File: config.mk
export PLATFORM = sky130hd
export DESIGN_NAME = tank_hit_manager
export DESIGN_NICKNAME = d
export VERILOG_FILES = /design/src/rtl/tank_hit_manager.sv
export SDC_FILE = /design/constraint.sdc
export NUM_CORES = 1
export LEC_CHECK = 0
export ABC_CLOCK_PERIOD_IN_PS = 8100
export BUFFER_PORTS_ARGS = -buffer_cell sky130_fd_sc_hd__buf_2
export CAP_MARGIN = 20
export CORE_MARGIN = 2
export CORE_UTILIZATION = 44
export CTS_CLUSTER_DIAMETER = 50
export DETAILED_ROUTE_END_ITERATION = 10
export SLEW_MARGIN = 20
export SYNTH_ARGS = -nofsm -noshare
export SYNTH_HDL_FRONTEND = slang
export SYNTH_SLANG_ARGS = --single-unit
File: constraint.sdc
create_clock -name frame_clk -period 8.1 [get_ports frame_clk]
set_clock_uncertainty 0.15 [all_clocks]
set_input_delay 0.405 -clock frame_clk [delete_from_list [all_inputs] [get_ports frame_clk]]
set_output_delay 0.405 -clock frame_clk [all_outputs]
set_load 0.05 [all_outputs]
File: src/rtl/tank_hit_manager.sv
// Per-frame bullet/bullet and bullet/tank collision resolver with health, immunity windows
// and the PLAY/OVER game-state machine; every output is registered on frame_clk.
module tank_hit_manager #(
   parameter int START_HEALTH  = 3,
   parameter int HEALTH_W      = 2,
   parameter int INVULN_FRAMES = 60,
   parameter int INV_W         = 6
) (
   input  logic                frame_clk,
   input  logic                Reset,
   input  logic [9:0]          Bullet1X,
   input  logic [9:0]          Bullet1Y,
   input  logic [9:0]          Bullet1S,
   input  logic                bullet1_on,
   input  logic [9:0]          Bullet2X,
   input  logic [9:0]          Bullet2Y,
   input  logic [9:0]          Bullet2S,
   input  logic                bullet2_on,
   input  logic [9:0]          Tank1X,
   input  logic [9:0]          Tank1Y,
   input  logic [9:0]          Tank1S,
   input  logic [9:0]          Tank2X,
   input  logic [9:0]          Tank2Y,
   input  logic [9:0]          Tank2S,
   input  logic                armor1,
   input  logic                armor2,
   output logic                p1_player_hit,
   output logic                p2_player_hit,
   output logic                p1_armor_hit,
   output logic                p2_armor_hit,
   output logic                bullet_clash,
   output logic [HEALTH_W-1:0] health1,
   output logic [HEALTH_W-1:0] health2,
   output logic                invuln1,
   output logic                invuln2,
   output logic                game_over,
   output logic [1:0]          winner
);

   typedef enum logic {PLAY = 1'b0, OVER = 1'b1} state_t;

   localparam logic [1:0] WIN_NONE = 2'b00;
   localparam logic [1:0] WIN_P1   = 2'b01;
   localparam logic [1:0] WIN_P2   = 2'b10;
   localparam logic [1:0] WIN_DRAW = 2'b11;

   localparam logic [HEALTH_W-1:0] HEALTH_INIT = HEALTH_W'(START_HEALTH);
   localparam logic [INV_W-1:0]    INV_LOAD    = INV_W'(INVULN_FRAMES);

   state_t              state_q, state_d;
   logic [1:0]          winner_q, winner_d;
   logic [HEALTH_W-1:0] health1_q, health1_d, health2_q, health2_d;
   logic [INV_W-1:0]    inv1_q, inv1_d, inv2_q, inv2_d;
   logic                p1_hit_q, p1_hit_d, p2_hit_q, p2_hit_d;
   logic                p1_arm_q, p1_arm_d, p2_arm_q, p2_arm_d;
   logic                clash_q, clash_d;

   // Box overlap along one axis pair; widened so the sums can never wrap. Touching counts.
   function automatic logic overlap(input logic [9:0] ax, input logic [9:0] ay,
                                    input logic [9:0] asz, input logic [9:0] bx,
                                    input logic [9:0] by, input logic [9:0] bsz);
      logic [11:0] span;
      span = 12'(asz) + 12'(bsz);
      return (12'(ax) + span >= 12'(bx)) && (12'(bx) + span >= 12'(ax)) &&
             (12'(ay) + span >= 12'(by)) && (12'(by) + span >= 12'(ay));
   endfunction

   logic ov_b1b2, ov_b1t2, ov_b2t1;

   always_comb begin
      ov_b1b2 = overlap(Bullet1X, Bullet1Y, Bullet1S, Bullet2X, Bullet2Y, Bullet2S);
      ov_b1t2 = overlap(Bullet1X, Bullet1Y, Bullet1S, Tank2X, Tank2Y, Tank2S);
      ov_b2t1 = overlap(Bullet2X, Bullet2Y, Bullet2S, Tank1X, Tank1Y, Tank1S);
   end

   always_comb begin
      // NOTE: every signal gets a default first so no path through the block infers a latch.
      state_d   = state_q;
      winner_d  = winner_q;
      health1_d = health1_q;
      health2_d = health2_q;
      inv1_d    = (inv1_q != '0) ? inv1_q - 1'b1 : inv1_q;
      inv2_d    = (inv2_q != '0) ? inv2_q - 1'b1 : inv2_q;
      p1_hit_d  = 1'b0;
      p2_hit_d  = 1'b0;
      p1_arm_d  = 1'b0;
      p2_arm_d  = 1'b0;
      clash_d   = 1'b0;

      if (state_q == PLAY) begin
         if (bullet1_on && bullet2_on && ov_b1b2) begin
            clash_d = 1'b1;
         end else begin
            if (bullet1_on && ov_b1t2) begin
               if (armor2) begin
                  p1_arm_d = 1'b1;
               end else begin
                  p1_hit_d = 1'b1;
                  if (inv2_q == '0) begin
                     health2_d = (health2_q != '0) ? health2_q - 1'b1 : health2_q;
                     inv2_d    = INV_LOAD;
                  end
               end
            end
            if (bullet2_on && ov_b2t1) begin
               if (armor1) begin
                  p2_arm_d = 1'b1;
               end else begin
                  p2_hit_d = 1'b1;
                  if (inv1_q == '0) begin
                     health1_d = (health1_q != '0) ? health1_q - 1'b1 : health1_q;
                     inv1_d    = INV_LOAD;
                  end
               end
            end
         end

         if (health1_d == '0 || health2_d == '0) begin
            state_d = OVER;
            if (health1_d == '0 && health2_d == '0) winner_d = WIN_DRAW;
            else if (health2_d == '0)               winner_d = WIN_P1;
            else                                    winner_d = WIN_P2;
         end
      end
   end

   always_ff @(posedge frame_clk) begin
      // NOTE: sequential state uses non-blocking assignments so all flops update together.
      if (Reset) begin
         state_q   <= PLAY;
         winner_q  <= WIN_NONE;
         health1_q <= HEALTH_INIT;
         health2_q <= HEALTH_INIT;
         inv1_q    <= '0;
         inv2_q    <= '0;
         p1_hit_q  <= 1'b0;
         p2_hit_q  <= 1'b0;
         p1_arm_q  <= 1'b0;
         p2_arm_q  <= 1'b0;
         clash_q   <= 1'b0;
      end else begin
         state_q   <= state_d;
         winner_q  <= winner_d;
         health1_q <= health1_d;
         health2_q <= health2_d;
         inv1_q    <= inv1_d;
         inv2_q    <= inv2_d;
         p1_hit_q  <= p1_hit_d;
         p2_hit_q  <= p2_hit_d;
         p1_arm_q  <= p1_arm_d;
         p2_arm_q  <= p2_arm_d;
         clash_q   <= clash_d;
      end
   end

   assign p1_player_hit = p1_hit_q;
   assign p2_player_hit = p2_hit_q;
   assign p1_armor_hit  = p1_arm_q;
   assign p2_armor_hit  = p2_arm_q;
   assign bullet_clash  = clash_q;
   assign health1       = health1_q;
   assign health2       = health2_q;
   assign invuln1       = (inv1_q != '0);
   assign invuln2       = (inv2_q != '0);
   assign game_over     = (state_q == OVER);
   assign winner        = winner_q;

endmodule

* Word level (Yosys, flattened, before mapping) *
Index checks and enable logic that the tools add are counted.
W data, S select, Z words.

storage, ports and cells
  bits in read-only memories = 0
  word-level logic and storage cells = 105
  latch bits = 0
  memories = 0
  output and inout bits = 14
  flip-flop bits (word level) = 24
  bits in writable memories = 0
  input bits = 126

cells by class
  multiply operators = 0
  add/sub/neg operators = 19
  bitwise gates (word level) = 3
  shift-type cells = 0
  magnitude comparators = 12
  multiplexer cells = 33
  divide/modulo/power cells = 0
  reduce and logical (&&, ||, !) cells = 27
  equal/unequal tests = 0

operator list
  operator               number
  $add A10 B11 Y12       12
  $ge A12 B10 Y1         12
  $mux W6                12
  $add A10 B10 Y11       3
  $mux W2                14
  $logic_and A1 B1 Y1    14
  $logic_not A6 Y1       2
  $reduce_bool A6 Y1     2
  $sub A6 B1 Y6 const B  2
  $reduce_or A4 Y1       2
  $mux W1                7
  $logic_not A2 Y1       2
  $reduce_bool A2 Y1     2
  $sub A2 B1 Y2 const B  2
  $not A1 Y1             3
  $reduce_and A2 Y1      1
  $reduce_or A2 Y1       1
  $logic_or A1 B1 Y1     1

* Logic depth before layout (Yosys ltp) *
Gate-level depths: netlist of run 1.

  depth after elaboration = 14
  gate-level depth with buffers = 24
  depth with buffers taken out = 24

* Worst setup path before layout of run 1 *
No wires, ideal clock.

  path kind = input -> register
  start point = input Bullet1S[0]
  end point = register health2_q[1], in the netlist health2[1]
  buffers on the path = 0
  data required time = 7.833 ns
  arrival time = 5.134 ns
  stages on the path = 21
  setup time = 0.117 ns
  slack = 2.699 ns
  path through = ha_1 > fa_1 > a211oi_2 > o21bai_1 > a21oi_2 > xnor2_1 > ha_1 > or3_1 > or3_1 > a41oi_1 > xnor2_1 > ha_1 > o21ai_0 > nor2_1 > a211o_1 > nor3_1 > nor3b_1 > a41oi_1 > a41o_1 > or4_4 > o22a_1

on the way
  word-level cells in the longest chain between the ends = 10
  elaborated cells on any way between the ends = 29
  those cells by class = add/sub (10); order compare (8); mux (3); reduce/logical (8)

ends and longest elaborated chain
  what                               line  source
  from (decl)                        13    input logic [9:0] Bullet1S,
  $add A10 B10 Y11                   63    span = 12'(asz) + 12'(bsz);
  $add A10 B11 Y12                   64    return (12'(ax) + span >= 12'(bx)) && (12'(bx) + span >= 12'(ax)) &&
  $ge A12 B10 Y1                     64
  $logic_and A1 B1 Y1 (2 in series)  64
  $logic_and A1 B1 Y1                65    (12'(ay) + span >= 12'(by)) && (12'(by) + span >= 12'(ay));
  $logic_and A1 B1 Y1                94    if (bullet1_on && ov_b1t2) begin
  $mux W2                            94
  $mux W2 (*)                        91    if (bullet1_on && bullet2_on && ov_b1b2) begin
  $mux W2 (*)                        90    if (state_q == PLAY) begin
  to (signal assigned)               145   health2_q <= health2_d;
  to (decl)                          52    logic [HEALTH_W-1:0] health1_q, health1_d, health2_q, health2_d;

Mark *: on every way between the ends. The rest lies on a longest branch, timed or not. The select of a mux whose other input is x is not followed.
A chain may end at the register's enable or synchronous reset.

* Worst setup path in the final report of run 1 *
Same ends and word-level chain as after synthesis.

==> results.sh, run 1 <==
export IMPL_dp_hpwl_um=24500
export IMPL_die_w_um=156
export IMPL_crit_fanout=15
export IMPL_seq_area_frac_synth=0.0470
export IMPL_arrival_ns=6.02
export IMPL_worstReg2RegEnd="winner[1]"
export IMPL_cp_slowest_cell="or4_4"
export IMPL_max_freq_mhz=166
export IMPL_min_path_cells=3
export IMPL_p_sw_mw=1.18
export IMPL_drive_gt1_frac=0.121
export IMPL_slew_violations=0
export IMPL_hp_class="input pin to flip-flop"
export IMPL_clock_path_buffers=2
export IMPL_rsz0062_at_grt="no"
export IMPL_power_frac_comb=0.876
export IMPL_cpPeakStageDelay_ns=0.57
export IMPL_start_util=0.450
export IMPL_wl_per_cell_um=16.1
export IMPL_worstMarginPinSlew_ns=0.913
export IMPL_r2r_start="inv1_q[2]"
export IMPL_coreArea_um2=22700
export IMPL_max_cap_violations=0
export IMPL_synth_warning_count=0
export IMPL_startpoint_type="input pin"
export IMPL_cts_buffers=3
export IMPL_dieArea_um2=24500
export IMPL_cts_resized=0
export IMPL_syn_area_um2=10200
export IMPL_hold_viol=0
export IMPL_cts_htree_levels=1
export IMPL_num_rows=55
export IMPL_drtPass1Iterations=5
export IMPL_p_leak_nw=5.68
export IMPL_pwr_share_clk=0.047
export IMPL_grt_pass1_wl_um=44200
export IMPL_ir_drop_mv=0.109
export IMPL_p_per_area_nw_per_um2=200
export IMPL_post_route_drc_count=0
export IMPL_worstSkewPairLatency_ns=0.26
export IMPL_grt_pass1_vias=8980
export IMPL_synthCells=1302
export IMPL_areaGrowthSynthToFinish_pct=10.8
export IMPL_hold_end="p2_armor_hit"
export IMPL_synth_flop_cell="dfxtp_1"
export IMPL_vias=9724
export IMPL_reg2reg_slack_ns=5.82
export IMPL_crit_path_end_kind="flip-flop"
export IMPL_maxSlewHeadroom=0.387
export IMPL_path_cells="buf_2, ha_1, fa_1, a211oi_2, o21bai_1, a21oi_2, xnor2_1, ha_1, or3_1, or3_1, a41oi_1, xnor2_1, ha_1, o21ai_0, nor2_1, a211o_1, nor3_1, nor3b_1, a41oi_1, a41o_1, or4_4, o22a_1"
export IMPL_fin_cells=1727
export IMPL_wirelength_um=27900
export IMPL_synth_avg_cell_area_um2=7.86
export IMPL_routed_via_density=5.63
export IMPL_setup_tns_ns=0
export IMPL_outcome="complete, no violations"
export IMPL_setup_violations=0
export IMPL_detail_route_iter0_violations=464
export IMPL_ys_ff_latch=24
export IMPL_ant_nets=0
export IMPL_track_usage=0.224
export IMPL_critical_path_class="input pin to flip-flop"
export IMPL_clock_sinks=24
export IMPL_ioPinCount=140
export IMPL_reg2reg_depth=7
export IMPL_portBuffers=139
export IMPL_switching_share=0.520
export IMPL_async_reset_ff_frac=0
export IMPL_gp_congestion=0.923
export IMPL_cts_setup_buffers=0
export IMPL_ctsRootBufferMaster="clkbuf_16"
export IMPL_grt_start_max_net_pins=22
export IMPL_min_period_ns=6.02
export IMPL_antenna_found_initial=1
export IMPL_ys_types=84
export IMPL_cpMostUsedCell="ha_1"
export IMPL_synth_edf_count=0
export IMPL_antenna_cells=0
export IMPL_cts_hold_buf=0
export IMPL_fin_crit_sh=0.743
export IMPL_fin_nets=1877
export IMPL_pwr_share_seq=0.076
export IMPL_cp_required_ns=8.10
export IMPL_intPower_mw=1.09
export IMPL_die_h_um=156
export IMPL_cts_reportedPaths_clkPinSlew_ns=0.06
export IMPL_syn_num_nets=1735
export IMPL_cts_tree="built"
export IMPL_place_inst=1724
export IMPL_gr_total_overflow=0
export IMPL_hp_start="armor1"
state kept, by name, summed over array words and instances, names as in the netlist:
name           flops
inv1_q             6
inv2_q             6
health1            2
health2            2
winner             2
bullet_clash       1
game_over          1
p1_armor_hit       1
p1_player_hit      1
p2_armor_hit       1
p2_player_hit      1
logic make-up (layout without fill, tap and decap cells):
logic type	Yosys count	in the layout	share of synthesized area
flops	24	24	0.0470
simple gates	313	313	0.153
fa+ha+maj	307	307	0.387
mux	2	2	0.00196
compound gates	408	408	0.267
xor+xnor	105	105	0.0899
buf+inv	143	283	0.0548
final cells by class:
| cell class | count | area [µm²] |
|---|---|---|
| sequential | 24 | 480 |
| tap | 285 | 357 |
| multi-input combinational | 1135 | 9190 |
| timing repair buffer | 142 | 718 |
| inverter | 138 | 518 |
| clock buffer | 3 | 75.1 |
| fill | 2302 | 11400 |
placed cells by master (no fill, tap or decap), drive strengths merged, types with 5 or more instances in the layout:
master,n
o31a,11
or3,9
buf,142
o21a,42
nor2b,24
o21bai,15
a21o,35
or2,8
a31oi,6
a211o,6
xor2,17
xnor2,88
inv,138
o41ai,6
nor4,6
nand3,20
nand4,9
fa,15
or4,6
nand2b,18
a21oi,117
o211ai,16
o21ai,70
ha,292
a211oi,28
nor3,18
o31ai,6
o22ai,7
nor2,104
nand2,64
nand3b,5
dfxtp,24
synth_stat cells (4+ instances only):
| master | count | area (µm²) |
|---|---|---|
| nand3b_1 | 5 | 37.5 |
| or2_2 | 6 | 37.5 |
| nor3_1 | 18 | 90.1 |
| nor4_1 | 6 | 37.5 |
| o21ai_0 | 70 | 350 |
| or4_1 | 5 | 37.5 |
| o22ai_1 | 7 | 43.8 |
| inv_1 | 138 | 518 |
| nand2_1 | 64 | 240 |
| a211oi_1 | 26 | 195 |
| dfxtp_1 | 24 | 480 |
| a21o_1 | 32 | 240 |
| a211o_1 | 6 | 52.6 |
| fa_1 | 15 | 300 |
| o21bai_1 | 15 | 113 |
| nor2_1 | 104 | 390 |
| a21oi_1 | 116 | 581 |
| or3_1 | 9 | 56.3 |
| o31a_1 | 11 | 96.3 |
| xor2_1 | 17 | 149 |
| a31oi_1 | 6 | 37.5 |
| nand4_1 | 8 | 50.1 |
| nor2b_1 | 23 | 144 |
| a41oi_1 | 4 | 35.0 |
| nand3_1 | 20 | 100 |
| o31ai_1 | 6 | 45.0 |
| o41ai_1 | 4 | 35.0 |
| nand2b_1 | 18 | 113 |
| xnor2_1 | 88 | 771 |
| o21a_1 | 42 | 315 |
| o211ai_1 | 15 | 113 |
| ha_1 | 292 | 3650 |
power groups by stage:
stage | clock, mW | sequential (mW) | combinational (mW)
floorplan | 0 | 0.188 | 1.52
global placement | 0 | 0.175 | 1.95
detailed placement | 0 | 0.175 | 1.97
CTS | 0.106 | 0.173 | 1.98
global route | 0.111 | 0.177 | 2.27
finish | 0.107 | 0.173 | 1.99
critical path: cells and delay by family:
| family | cells | cell delay [ns] |
|---|---|---|
| AND/OR/NAND/NOR | 6 | 1.83 |
| buffers and inverters | 1 | 0.11 |
| adder cells (fa/ha/maj) | 4 | 1.19 |
| AO/OA/AOI/OAI | 9 | 2.09 |
| XOR/XNOR | 2 | 0.38 |
how the worst max path moves through the flow:
stage                     start          to  slack [ns]
floorplan           Bullet1S[0]  health2[1]        2.70
global placement    Bullet1S[0]  health2[1]        1.99
detailed placement  Bullet1S[0]  health2[1]        1.86
CTS                 Bullet1S[0]  health2[1]        2.10
global route        Bullet1S[0]  health2[1]        1.72
finish              Bullet1S[0]  health2[1]        2.08
per-layer routing:
layer	global-route usage	share of wire	vias up
li1	-	-	5067
met1	0.312	0.49	4420
met2	0.392	0.46	219
met3	0.0144	0.042	16
met4	0.0262	0.0088	2
met5	0	0.00047	-
metrics by stage:
step | total power, mW | setup WS, ns | instance area, µm² | hold WS [ns] | util
global route | 2.56 | 1.72 | 11300 | 0.299 | 0.499
detailed placement | 2.15 | 1.86 | 11300 | 0.322 | 0.496
global placement | 2.12 | 1.99 | 11300 | 0.318 | 0.496
CTS | 2.26 | 2.10 | 11300 | 0.286 | 0.499
finish | 2.27 | 2.08 | 11300 | 0.283 | 0.499
floorplan | 1.71 | 2.70 | 10200 | 0.315 | -
Note: power is estimated with default switching activity, not from simulation.
==> run 2: changes to the inputs <==
--- a/config.mk
+++ b/config.mk
@@ -5,7 +5,7 @@
 export SDC_FILE = /design/constraint.sdc
 export NUM_CORES = 1
 export LEC_CHECK = 0
-export ABC_CLOCK_PERIOD_IN_PS = 8100
+export ABC_CLOCK_PERIOD_IN_PS = 5850
 export BUFFER_PORTS_ARGS = -buffer_cell sky130_fd_sc_hd__buf_2
 export CAP_MARGIN = 20
 export CORE_MARGIN = 2
==> constraint.sdc (replaced) <==
create_clock -name frame_clk -period 5.85 [get_ports frame_clk]
set_clock_uncertainty 0.15 [all_clocks]
set_input_delay 0.2925 -clock frame_clk [delete_from_list [all_inputs] [get_ports frame_clk]]
set_output_delay 0.2925 -clock frame_clk [all_outputs]
set_load 0.05 [all_outputs]
==> run 2 against run 1 <==
  * Via count grew 0.86%
  * Core utilization is 0.90 points higher
  * Highest routed layer unchanged
  * Non-clock buffer count increased by 23
  * Clock power up 37%
  * Sequential power is 40% higher
  * Critical path type unchanged
  * Combinational power grew 43%
  * First-iteration DRC count grew 7.8%
  * Register-to-register slack lost 2.3 ns
  * Total power grew 42%
  * Die area unchanged
==> results.sh, run 2 (synthesized netlist as in run 1, its figures left out) <==
export IMPL_areaGrowthSynthToFinish_pct=12.8
export IMPL_worstSkewPairLatency_ns=0.26
export IMPL_arrival_ns=5.66
export IMPL_die_w_um=156
export IMPL_maxSlewHeadroom=0.434
export IMPL_crit_path_end_kind="flip-flop"
export IMPL_drive_gt1_frac=0.138
export IMPL_slew_violations=0
export IMPL_clock_path_buffers=2
export IMPL_critical_path_class="input pin to flip-flop"
export IMPL_ioPinCount=140
export IMPL_cts_buffers=3
export IMPL_post_place_ws_ns=-0.0476
export IMPL_setup_tns_ns=0
export IMPL_hp_class="input pin to flip-flop"
export IMPL_hold_ws_ns=0.161
export IMPL_hold_viol=0
export IMPL_antenna_found_initial=1
export IMPL_die_h_um=156
export IMPL_max_freq_mhz=178
export IMPL_worstMarginPinSlew_ns=0.843
export IMPL_detail_route_iter0_violations=500
export IMPL_grt_pass1_wl_um=45500
export IMPL_setup_violations=0
export IMPL_drtPass1Iterations=5
export IMPL_cp_top_family="compound AO/OA/AOI/OAI gates"
export IMPL_min_period_ns=5.63
export IMPL_post_route_drc_count=0
export IMPL_fin_crit_sh=0.963
export IMPL_ant_nets=0
export IMPL_grt_pass1_vias=9388
export IMPL_cpPeakStageDelay_ns=0.45
export IMPL_cp_required_ns=5.88
export IMPL_cp_slowest_cell="fa_1"
export IMPL_track_usage=0.231
export IMPL_outcome="complete, no violations"
export IMPL_ctsRootBufferMaster="clkbuf_16"
export IMPL_cp_num_buf_inv=3
export IMPL_num_rows=55
export IMPL_startpoint_type="input pin"
export IMPL_dp_hpwl_um=25100
export IMPL_start_util=0.450
export IMPL_cts_reportedPaths_clkPinSlew_ns=0.06
export IMPL_grt_start_max_net_pins=22
export IMPL_p_leak_nw=5.80
export IMPL_ir_drop_mv=0.130
export IMPL_crit_fanout=8
export IMPL_cts_tree="built"
export IMPL_mostFrequentLayoutCell="ha_1"
export IMPL_path_cells="buf_2, ha_1, fa_1, a211oi_2, o21bai_1, a21oi_2, o21bai_1, a21oi_1, xnor2_1, buf_4, ha_1, a21o_2, o41a_1, xor2_1, ha_1, nand3_1, o221ai_1, nor4b_1, o21ai_0, a41o_1, buf_4, or2_1, a211oi_2"
export IMPL_rsz0062_at_grt="no"
export IMPL_routed_via_density=5.60
export IMPL_coreArea_um2=22700
export IMPL_gr_total_overflow=0
export IMPL_clock_sinks=24
export IMPL_largestRegisters="inv1_q (6), inv2_q (6)"
export IMPL_cpMostUsedCell="ha_1"
export IMPL_dieArea_um2=24500
export IMPL_antenna_cells=0
export IMPL_layout_common_cells="ha_1 (292), buf_2 (139), inv_1 (138), a21oi_1 (116), nor2_1 (104)"
export IMPL_cts_htree_levels=1
export IMPL_wl_per_cell_um=16.2
export IMPL_setup_ws_ns=0.217
export IMPL_wirelength_um=28400
export IMPL_vias=9808
export IMPL_max_cap_violations=0
export IMPL_portBuffers=139
export IMPL_p_per_area_nw_per_um2=279
export IMPL_gp_congestion=0.940
export IMPL_fin_nets=1900
-- run 2: path summary, 6_finish.rpt --
kind,startpoint,end,slack (ns),cells after the start
setup / recovery,Bullet1S[0],inv1_q[2],0.22,23
hold / removal,armor1,p2_armor_hit,0.16,3
setup reg to reg,inv2_q[0],winner[1],3.53,8
hold reg to reg,winner[0],winner[0],0.34,2
-- run 2: cell type report --
class / instances / area (µm²)
tap: 285 / 357
inverter: 138 / 518
timing repair buffer: 165 / 891
multi-input combinational: 1135 / 9220
fill: 2289 / 11200
clock buffer: 3 / 75.1
sequential: 24 / 480
-- run 2: routing by layer --
metal | wire length, µm | up-vias | part of all wire | global-route usage
li1 | - | 5116 | - | -
met1 | 13900 | 4439 | 0.49 | 0.318
met2 | 13100 | 223 | 0.46 | 0.404
met3 | 1000 | 28 | 0.035 | 0.00997
met4 | 332 | 2 | 0.012 | 0.0389
met5 | 13 | - | 0.00046 | 0
-- run 2: what timing repair did --
action	in CTS	in global routing
endpoints found under the hold margin	0	0
setup endpoints to repair	0	17
setup buffers	0	1
gates resized for setup	0	5
hold buffers	0	0
-- run 2: power breakdown --
part           internal, mW  leakage (nW)  switching, mW  total, mW
Sequential            0.207         0.197         0.0344      0.242
Clock                0.0905        0.0370         0.0570      0.147
Combinational          1.26          5.57           1.57       2.84
-- run 2: through the flow --
stage | util | instance area (µm²) | instances | power [mW]
floorplan | - | 10200 | 1302 | 2.37
global placement | 0.503 | 11400 | 1746 | 3.00
detailed placement | 0.503 | 11400 | 1746 | 3.04
CTS | 0.506 | 11500 | 1749 | 3.20
global route | 0.508 | 11500 | 1750 | 3.65
finish | 0.508 | 11500 | 1750 | 3.22
-- run 2: worst reg2reg max path, stage by stage, from the launching register on --
cell     delay [ns]
dfxtp_1        0.29
inv_1          0.12
ha_1           0.19
nand2_1        0.14
nor3_1         0.23
inv_1          0.21
or4_1          0.43
o31a_1         0.27
a22o_1         0.18
